## config.mk

```make
export PLATFORM = sky130hd
export DESIGN_NAME = mmio_hub_flat
export DESIGN_NICKNAME = d
export VERILOG_FILES = /design/src/rtl/mmio_hub_if.sv /design/src/rtl/mmio_hub.sv /design/src/flat_wrapper.sv
export SDC_FILE = /design/constraint.sdc
export NUM_CORES = 1
export LEC_CHECK = 0
export CORE_MARGIN = 2
export CORE_UTILIZATION = 47
export CTS_CLUSTER_SIZE = 24
export DETAILED_ROUTE_END_ITERATION = 6
export PLACE_DENSITY = 0.84
export SLEW_MARGIN = 40
export SYNTH_ARGS = -nofsm -noshare
export SYNTH_HDL_FRONTEND = slang
export SYNTH_SLANG_ARGS = --single-unit
```

## constraint.sdc

```tcl
create_clock -name clock -period 2 [get_ports clock]
set_input_delay 0.4 -clock clock [delete_from_list [all_inputs] [get_ports clock]]
set_output_delay 0.4 -clock clock [all_outputs]
set_load 0.02 [all_outputs]
```

## src/rtl/mmio_hub_if.sv

```systemverilog
// Core-side MMIO bus for mmio_hub: one-cycle rd/wr pulses in, combinational window select,
// registered read data and a one-cycle ready out. No stall path; one access per cycle.
interface mmio_hub_if;
  logic [31:0] addr;
  logic [31:0] wdata;
  logic        rd_en;
  logic        wr_en;
  logic        io_sel;
  logic [31:0] rdata;
  logic        ready;

  modport master (output addr, wdata, rd_en, wr_en, input io_sel, rdata, ready);
  modport slave  (input addr, wdata, rd_en, wr_en, output io_sel, rdata, ready);
endinterface

```

## src/rtl/mmio_hub.sv

```systemverilog
// LED/switch MMIO hub: ready and rdata one cycle after a request, never stalls, one access/cycle.
// Define MMIO_BLINK_EN to build the blink mask register and its BLINK_DIV phase prescaler.
module mmio_hub #(
  parameter int NUM_LED_CH      = 3,
  parameter int NUM_SW_CH       = 3,
  parameter int CH_W            = 8,
  parameter int DEBOUNCE_CYCLES = 16,
  parameter int BLINK_DIV       = 2500000
) (
  input  logic                        clock,
  input  logic                        rst,
  mmio_hub_if.slave                   bus,
  input  logic [NUM_SW_CH*CH_W-1:0]   sw_i,
  output logic [NUM_LED_CH*CH_W-1:0]  led_o
);
  localparam int               LED_W   = NUM_LED_CH * CH_W;
  localparam int               CNT_W   = $clog2(DEBOUNCE_CYCLES + 1);
  localparam logic [26:0]      IO_BASE = 27'h7FFFFE3;
  localparam logic [CNT_W-1:0] CNT_MAX = CNT_W'(DEBOUNCE_CYCLES);
  localparam logic [CNT_W-1:0] CNT_ONE = CNT_W'(1);

  logic [2:0] idx;
  logic       rd_take;
  logic       wr_take;

  logic [CH_W-1:0]      led_q    [NUM_LED_CH];
  logic [CH_W-1:0]      led_d    [NUM_LED_CH];
  logic [CH_W-1:0]      sync1_q  [NUM_SW_CH];
  logic [CH_W-1:0]      sync2_q  [NUM_SW_CH];
  logic [CH_W-1:0]      stable_q [NUM_SW_CH];
  logic [CH_W-1:0]      stable_d [NUM_SW_CH];
  logic [CNT_W-1:0]     cnt_q    [NUM_SW_CH];
  logic [CNT_W-1:0]     cnt_d    [NUM_SW_CH];
  logic [NUM_SW_CH-1:0] status_q, status_d, chg;
  logic [31:0]          rdata_q, rdata_d, rd_val;
  logic                 ready_q, ready_d;
  logic [LED_W-1:0]     led_flat;
  logic                 unused_ok;

  assign bus.io_sel = (bus.addr[31:5] == IO_BASE);
  assign idx        = bus.addr[4:2];
  assign wr_take    = bus.io_sel & bus.wr_en;
  // A simultaneous write wins; the read is dropped and does not clear status.
  assign rd_take    = bus.io_sel & bus.rd_en & ~bus.wr_en;

  assign bus.rdata  = rdata_q;
  assign bus.ready  = ready_q;
  assign unused_ok  = ^{bus.wdata, bus.addr[1:0], 32'(BLINK_DIV)};

  for (genvar g = 0; g < NUM_LED_CH; g++) begin : g_led_flat
    assign led_flat[g*CH_W +: CH_W] = led_q[g];
  end

`ifdef MMIO_BLINK_EN
  localparam int PRE_W = $clog2(BLINK_DIV + 1);

  logic [LED_W-1:0] mask_q, mask_d;
  logic [PRE_W-1:0] pre_q, pre_d;
  logic             phase_q, phase_d;

  always_comb begin
    mask_d  = (wr_take && idx == 3'd3) ? bus.wdata[LED_W-1:0] : mask_q;
    pre_d   = pre_q + PRE_W'(1);
    phase_d = phase_q;
    if (pre_q == PRE_W'(BLINK_DIV - 1)) begin
      pre_d   = '0;
      phase_d = ~phase_q;
    end
  end

  always_ff @(posedge clock) begin
    if (rst) begin
      mask_q  <= '0;
      pre_q   <= '0;
      phase_q <= 1'b0;
    end else begin
      mask_q  <= mask_d;
      pre_q   <= pre_d;
      phase_q <= phase_d;
    end
  end

  assign led_o = led_flat & ~(mask_q & {LED_W{phase_q}});
`else
  assign led_o = led_flat;
`endif

  always_comb begin
    rd_val = '0;
    for (int i = 0; i < NUM_LED_CH; i++) begin
      if (idx == 3'(i)) rd_val[CH_W-1:0] = led_q[i];
    end
    for (int i = 0; i < NUM_SW_CH; i++) begin
      if (idx == 3'(4 + i)) rd_val[CH_W-1:0] = stable_q[i];
    end
`ifdef MMIO_BLINK_EN
    if (idx == 3'd3) rd_val[LED_W-1:0] = mask_q;
`endif
    if (idx == 3'd7) rd_val[NUM_SW_CH-1:0] = status_q;
  end

  always_comb begin
    ready_d = bus.io_sel & (bus.rd_en | bus.wr_en);
    rdata_d = rd_take ? rd_val : '0;
    for (int i = 0; i < NUM_LED_CH; i++) begin
      led_d[i] = (wr_take && idx == 3'(i)) ? bus.wdata[CH_W-1:0] : led_q[i];
    end
  end

  // Counter runs only while the synchronized value disagrees with the stable one.
  always_comb begin
    chg = '0;
    for (int i = 0; i < NUM_SW_CH; i++) begin
      stable_d[i] = stable_q[i];
      cnt_d[i]    = '0;
      if (sync2_q[i] != stable_q[i]) begin
        if (cnt_q[i] + CNT_ONE == CNT_MAX) begin
          stable_d[i] = sync2_q[i];
          chg[i]      = 1'b1;
        end else begin
          cnt_d[i] = cnt_q[i] + CNT_ONE;
        end
      end
    end
    status_d = (status_q & ~{NUM_SW_CH{rd_take && idx == 3'd7}}) | chg;
  end

  always_ff @(posedge clock) begin
    if (rst) begin
      rdata_q  <= '0;
      ready_q  <= 1'b0;
      status_q <= '0;
      for (int i = 0; i < NUM_LED_CH; i++) led_q[i] <= '0;
      for (int i = 0; i < NUM_SW_CH; i++) begin
        sync1_q[i]  <= '0;
        sync2_q[i]  <= '0;
        stable_q[i] <= '0;
        cnt_q[i]    <= '0;
      end
    end else begin
      rdata_q  <= rdata_d;
      ready_q  <= ready_d;
      status_q <= status_d;
      for (int i = 0; i < NUM_LED_CH; i++) led_q[i] <= led_d[i];
      for (int i = 0; i < NUM_SW_CH; i++) begin
        sync1_q[i]  <= sw_i[i*CH_W +: CH_W];
        sync2_q[i]  <= sync1_q[i];
        stable_q[i] <= stable_d[i];
        cnt_q[i]    <= cnt_d[i];
      end
    end
  end
endmodule
```

## src/flat_wrapper.sv

```systemverilog
// flat-port wrapper written by rule: the top's interface ports become plain ports
module mmio_hub_flat 
#(
  parameter int NUM_LED_CH      = 3,
  parameter int NUM_SW_CH       = 3,
  parameter int CH_W            = 8,
  parameter int DEBOUNCE_CYCLES = 16,
  parameter int BLINK_DIV       = 2500000
)
  (clock, rst, sw_i, led_o, bus_addr, bus_wdata, bus_rd_en, bus_wr_en, bus_io_sel, bus_rdata, bus_ready);
  mmio_hub_if bus_i ();
  input  logic clock;
  input  logic rst;
  input  logic [NUM_SW_CH*CH_W-1:0] sw_i;
  output logic [NUM_LED_CH*CH_W-1:0] led_o;
  input wire logic [$bits(bus_i.addr)-1:0] bus_addr;
  input wire logic [$bits(bus_i.wdata)-1:0] bus_wdata;
  input wire logic [$bits(bus_i.rd_en)-1:0] bus_rd_en;
  input wire logic [$bits(bus_i.wr_en)-1:0] bus_wr_en;
  output wire logic [$bits(bus_i.io_sel)-1:0] bus_io_sel;
  output wire logic [$bits(bus_i.rdata)-1:0] bus_rdata;
  output wire logic [$bits(bus_i.ready)-1:0] bus_ready;
  assign bus_i.addr = bus_addr;
  assign bus_i.wdata = bus_wdata;
  assign bus_i.rd_en = bus_rd_en;
  assign bus_i.wr_en = bus_wr_en;
  assign bus_io_sel = bus_i.io_sel;
  assign bus_rdata = bus_i.rdata;
  assign bus_ready = bus_i.ready;
  mmio_hub #(.NUM_LED_CH(NUM_LED_CH), .NUM_SW_CH(NUM_SW_CH), .CH_W(CH_W), .DEBOUNCE_CYCLES(DEBOUNCE_CYCLES), .BLINK_DIV(BLINK_DIV)) u_core (.clock(clock), .rst(rst), .bus(bus_i), .sw_i(sw_i), .led_o(led_o));
endmodule
```

# Word-level counts from Yosys, hierarchy flattened

Memory sizes are Yosys's and may differ from the RTL's.
Index checks and enable logic that the tools add are counted.

Memories: 5
Bits in registers: 36
RAM bits: 111
Input port bits: 92
Word-level logic and storage cells: 102

Memories:

| name            | words | width | read ports | clocked after Yosys merged registers in | wr ports | line           | text |
|---|---|---|---|---|---|---|---|
| u_core.led_q    | 3     | 8     | 3          | 0                                       | 3        | mmio_hub.sv:26 | `logic [CH_W-1:0] led_q [NUM_LED_CH];` |
| u_core.stable_q | 3     | 8     | 3          | 0                                       | 3        | mmio_hub.sv:30 | `logic [CH_W-1:0] stable_q [NUM_SW_CH];` |
| u_core.sync1_q  | 3     | 8     | 3          | 0                                       | 3        | mmio_hub.sv:28 | `logic [CH_W-1:0] sync1_q [NUM_SW_CH];` |
| u_core.sync2_q  | 3     | 8     | 3          | 0                                       | 3        | mmio_hub.sv:29 | `logic [CH_W-1:0] sync2_q [NUM_SW_CH];` |
| u_core.cnt_q    | 3     | 5     | 3          | 0                                       | 3        | mmio_hub.sv:32 | `logic [CNT_W-1:0] cnt_q [NUM_SW_CH];` |

$add $sub $neg: 3
Bitwise operators: 25
Multiplexer cells: 46
Equal/unequal tests: 13
Reduce and logical (&&, ||, !) cells: 6

Operators with widths:

| cell                                           | count |
|---|---|
| two-way mux 8 bit                              | 27 |
| two-way mux 5 bit                              | 9 |
| == test 27 bit (second input constant)         | 1 |
| inequality test 8 bit                          | 3 |
| bitwise OR 1 bit                               | 16 |
| adder 5 x 1 -> 5 bit (second input constant)   | 3 |
| == test 5 bit (second input constant)          | 3 |
| == test 3 bit (second input constant)          | 4 |
| two-way mux 1 bit                              | 9 |
| bitwise AND 1 bit                              | 4 |
| logical AND 1 bit                              | 4 |
| bitwise AND 3 bit                              | 1 |
| == test 3 x 1 -> 1 bit (second input constant) | 1 |
| == test 3 x 2 -> 1 bit (second input constant) | 1 |
| logical NOT 3 bit                              | 1 |
| two-way mux 3 bit                              | 1 |
| inverter 3 bit                                 | 1 |
| bitwise OR 3 bit                               | 1 |
| inverter 1 bit                                 | 2 |
| OR reduction 2 bit                             | 1 |

# Longest topological paths before layout

Depth in word-level cells: 8
Gate-level depth with buffers: 7

# Least setup slack after synthesis

No wires, ideal clock.

Path type: input-to-reg
Start point: input port bus_addr[8]
End point: register u_core.rdata_q[3], in the netlist u_core.bus.rdata[3]
Path buffers: 1
Stages on the path: 6
Path slack: 122 ps
Arrival time: 1798 ps
Data required time: 1921 ps
Cell sequence: nand4b_1 nor4_4 nand3_1 or4b_1 buf_2 a211oi_2

Longest elaborated chain between the ends: 5

RTL lines:

| what                                | line               | text |
|---|---|---|
| start, declared                     | flat_wrapper.sv:16 | `input wire logic [$bits(bus_i.addr)-1:0] bus_addr;` |
| == test 27 bit                      | mmio_hub.sv:40     | `assign bus.io_sel = (bus.addr[31:5] == IO_BASE);` |
| bitwise AND 1 bit (2 in series)     | mmio_hub.sv:44     | `assign rd_take = bus.io_sel & bus.rd_en & ~bus.wr_en;` |
| inverter 1 bit (no source line)     | n/a                |  |
| OR reduction 2 bit (no source line) | n/a                |  |
| end signal, assigned                | mmio_hub.sv:141    | `rdata_q <= rdata_d;` |
| end, declared                       | mmio_hub.sv:35     | `logic [31:0] rdata_q, rdata_d, rd_val;` |

No other way between the ends.
A chain may end at the register's enable or synchronous reset.

==> impl_metrics.tcl <==
set metrics [dict create \
    crit_type "flip-flop to primary output" \
    post_drt_wl_per_cell_um 14.2 \
    pwr-share-seq 0.421 \
    power_switching_uw 1350 \
    final_core_util 0.646 \
    via_per_inst 4.99 \
    worstMarginPinSlew_ns 0.536 \
    hp-class "primary input to flip-flop" \
    path_depth 1 \
    area_growth_pct 35.4 \
    critPathBufInv 1 \
    grt_pass1_wl_um 17600 \
    finalPower_uw 6060 \
    cp_top_family "buffers and inverters" \
    grt_pass1_vias 3789 \
    die_w_um 108 \
    endpoint_kind "primary output" \
    dpl_cell_area_mm2 0.00625 \
    fp.dieArea_mm2 0.0117 \
    worstPathCellList "clkdlybuf4s50_1" \
    holdCritStartpoint "rst" \
    port_buffers 99 \
    synth_area_mm2 0.00510 \
    cp-start-kind "flip-flop" \
    grt_max_degree 54 \
    crit_required_ns 1.60 \
    power.density_mw_per_mm2 877 \
    diodes 0 \
    cts_root_buffer "clkbuf_8" \
    cts_hold_buf 0 \
    internal_power_uw 4710 \
    track_usage 0.196 \
    hold_depth 2 \
    cap_violations 0 \
    switching_share 0.223 \
    synthArstFlopShare 0 \
    cts_made_buffers 17 \
    cts_max_path_buffers 2 \
    cp.arrival_ns 1.56 \
    vdd_ir_drop_max_mv 0.599 \
    most-common-layout-cells "dfxtp_1, clkdlybuf4s50_1, mux2i_1" \
    p_leak_uw 0.00280 \
    slowest_delay_ns 0.66 \
    htreeDepth 4 \
    slew_headroom 0.642 \
    power_frac_clock 0.516 \
    synth_edf_count 0 \
    syn_area_per_cell_um2 9.74 \
    antenna_found_initial 0 \
    fin_nets 738 \
    max_freq_ghz 0.510 \
    p_comb_frac 0.063 \
    grt_overflow 0 \
    run_status "complete, no violations" \
    setup_violations 0 \
    start_util 0.477 \
    rrSetupSlack_ns 0.10 \
    min_period_over_period 0.980 \
    crit-reg2reg-launch "u_core.cnt_q[0][5]$_SDFF_PP0_" \
    ys.flop_type "dfxtp_1" \
    vias 3956 \
    hold_viol 0 \
    yosys_register_bits 123 \
    gp_congestion 0.809 \
    drc 0 \
    rsz0062_at_grt "no" \
    core_mm2 0.0107 \
    worstHoldEndpoint "u_core.sync2_q[0][1]$_SDFF_PP0_" \
    die_h_um 108 \
    r2r-end "u_core.stable_q[0][12]$_SDFFE_PP0P_" \
    drt.antenna.violating_nets 0 \
    fillerInstances 794 \
    cts_tree "yes" \
    io_pins 150 \
    synth_cells 524 \
    final_common_cell "dfxtp_1" \
    cp_max_fo 3 \
    reg2reg_depth 7 \
    seq_area_frac_synth 0.482 \
    synth.distinct_cells 36 \
    place_hpwl_um 7650 \
    fin_worst_skew_ns 0.00423 \
    layout-drive-gt1-share 0.112 \
    first_pass_iters 7 \
    initialDrtViolationCount 225 \
    clkTransAtPathRegs_ns 0.06 \
    ys_warn_count 0 \
    min_period_ns 1.96 \
    slew_violations 0 \
    rows 38 \
    cpMaxStageDelayCell "clkdlybuf4s50_1" \
    totalWireLength_um 11300 \
    final_cell_area_mm2 0.00691 \
    cts.sinks 123 \
    clk_latency_ns 0.53 \
]
## flip-flops by register name (all words and copies together) (netlist names)
| register | cells |
|---|---|
| u_core.led_q | 24 |
| u_core.stable_q | 24 |
| u_core.sync1_q | 24 |
| u_core.sync2_q | 24 |
| u_core.cnt_q | 15 |
| u_core.bus.rdata | 8 |
| u_core.status_q | 3 |
| u_core.bus.ready | 1 |
## metrics by stage
| step | worst slack, ns | TNS [ns] | hold WS (ns) | instances |
|---|---|---|---|---|
| 2_1_floorplan | 0.122 | 0 | 0.414 | 547 |
| 3_3_place_gp | -0.569 | -8.19 | 0.422 | 760 |
| 3_5_place_dp | -0.560 | -8.64 | 0.421 | 760 |
| 4_1_cts | 0.0239 | 0 | 0.163 | 793 |
| 5_1_grt | 0.00731 | 0 | 0.183 | 793 |
| 6_report | 0.0405 | 0 | 0.184 | 793 |
## per-layer routing
metal  vias up  global-route usage  wire, µm
met1      1863               0.215      4470
met2       143               0.344      5730
met5         -                   0         0
met3        20              0.0639       817
li1       1930                   -         -
met4         0              0.0897       246
## area by class of cell
class	instances	area, µm²	area share
well taps	140	175	0.0253
flip-flops and latches	123	2460	0.356
inverters	5	18.8	0.00272
clock buffers	20	455	0.0659
repair buffers	122	1170	0.170
clock inverters	12	160	0.0232
multi-input cells	371	2460	0.357
## power groups by stage
stage	Combinational, µW	Clock (µW)	Sequential, µW
detailed placement	384	0	2600
floorplan	243	0	2590
CTS	385	3170	2550
global route	419	3280	2560
finish	384	3130	2550
global placement	375	0	2600
## cells by family after synthesis
logic type	after synthesis	share of synthesized area
AND/OR/NAND/NOR	213	0.209
flip-flops	123	0.482
multiplexers	67	0.139
buffers and inverters	53	0.0578
XOR/XNOR	33	0.0566
AO/OA/AOI/OAI	28	0.0402
adder cells (fa/ha/maj)	6	0.0147
other	1	0.000735
## synth_stat cells (all sizes together), types with 8 or more instances
cell | n | area [µm²]
buf | 29 | 205
a21oi | 8 | 40.0
nand3 | 12 | 60.1
xnor2 | 27 | 236
mux2i | 64 | 641
clkbuf | 19 | 71.3
nor2 | 60 | 225
nand2 | 56 | 210
nor2b | 55 | 344
a211oi | 10 | 100
dfxtp | 123 | 2460
nand4 | 13 | 81.3
## repair_timing
action | CTS | global route
resized for setup | 20 | 11
buffers inserted | 2 | 0
pin swaps | 7 | 3
setup endpoints to repair | 2 | 13
## worst max path at each step
stage	startpoint	end	slack, ns
2_1_floorplan	bus_addr[8]	u_core.bus.rdata[3]$_SDFF_PP0_	0.12
3_3_place_gp	bus_addr[13]	bus_io_sel	-0.57
3_5_place_dp	bus_addr[13]	bus_io_sel	-0.56
4_1_cts	u_core.led_q[0][6]$_SDFFE_PP0P_	led_o[6]	0.02
5_1_grt	u_core.cnt_q[0][5]$_SDFF_PP0_	u_core.stable_q[0][12]$_SDFFE_PP0P_	0.007
6_report	u_core.led_q[0][6]$_SDFFE_PP0P_	led_o[6]	0.04
(Power assumes the default switching activity.)
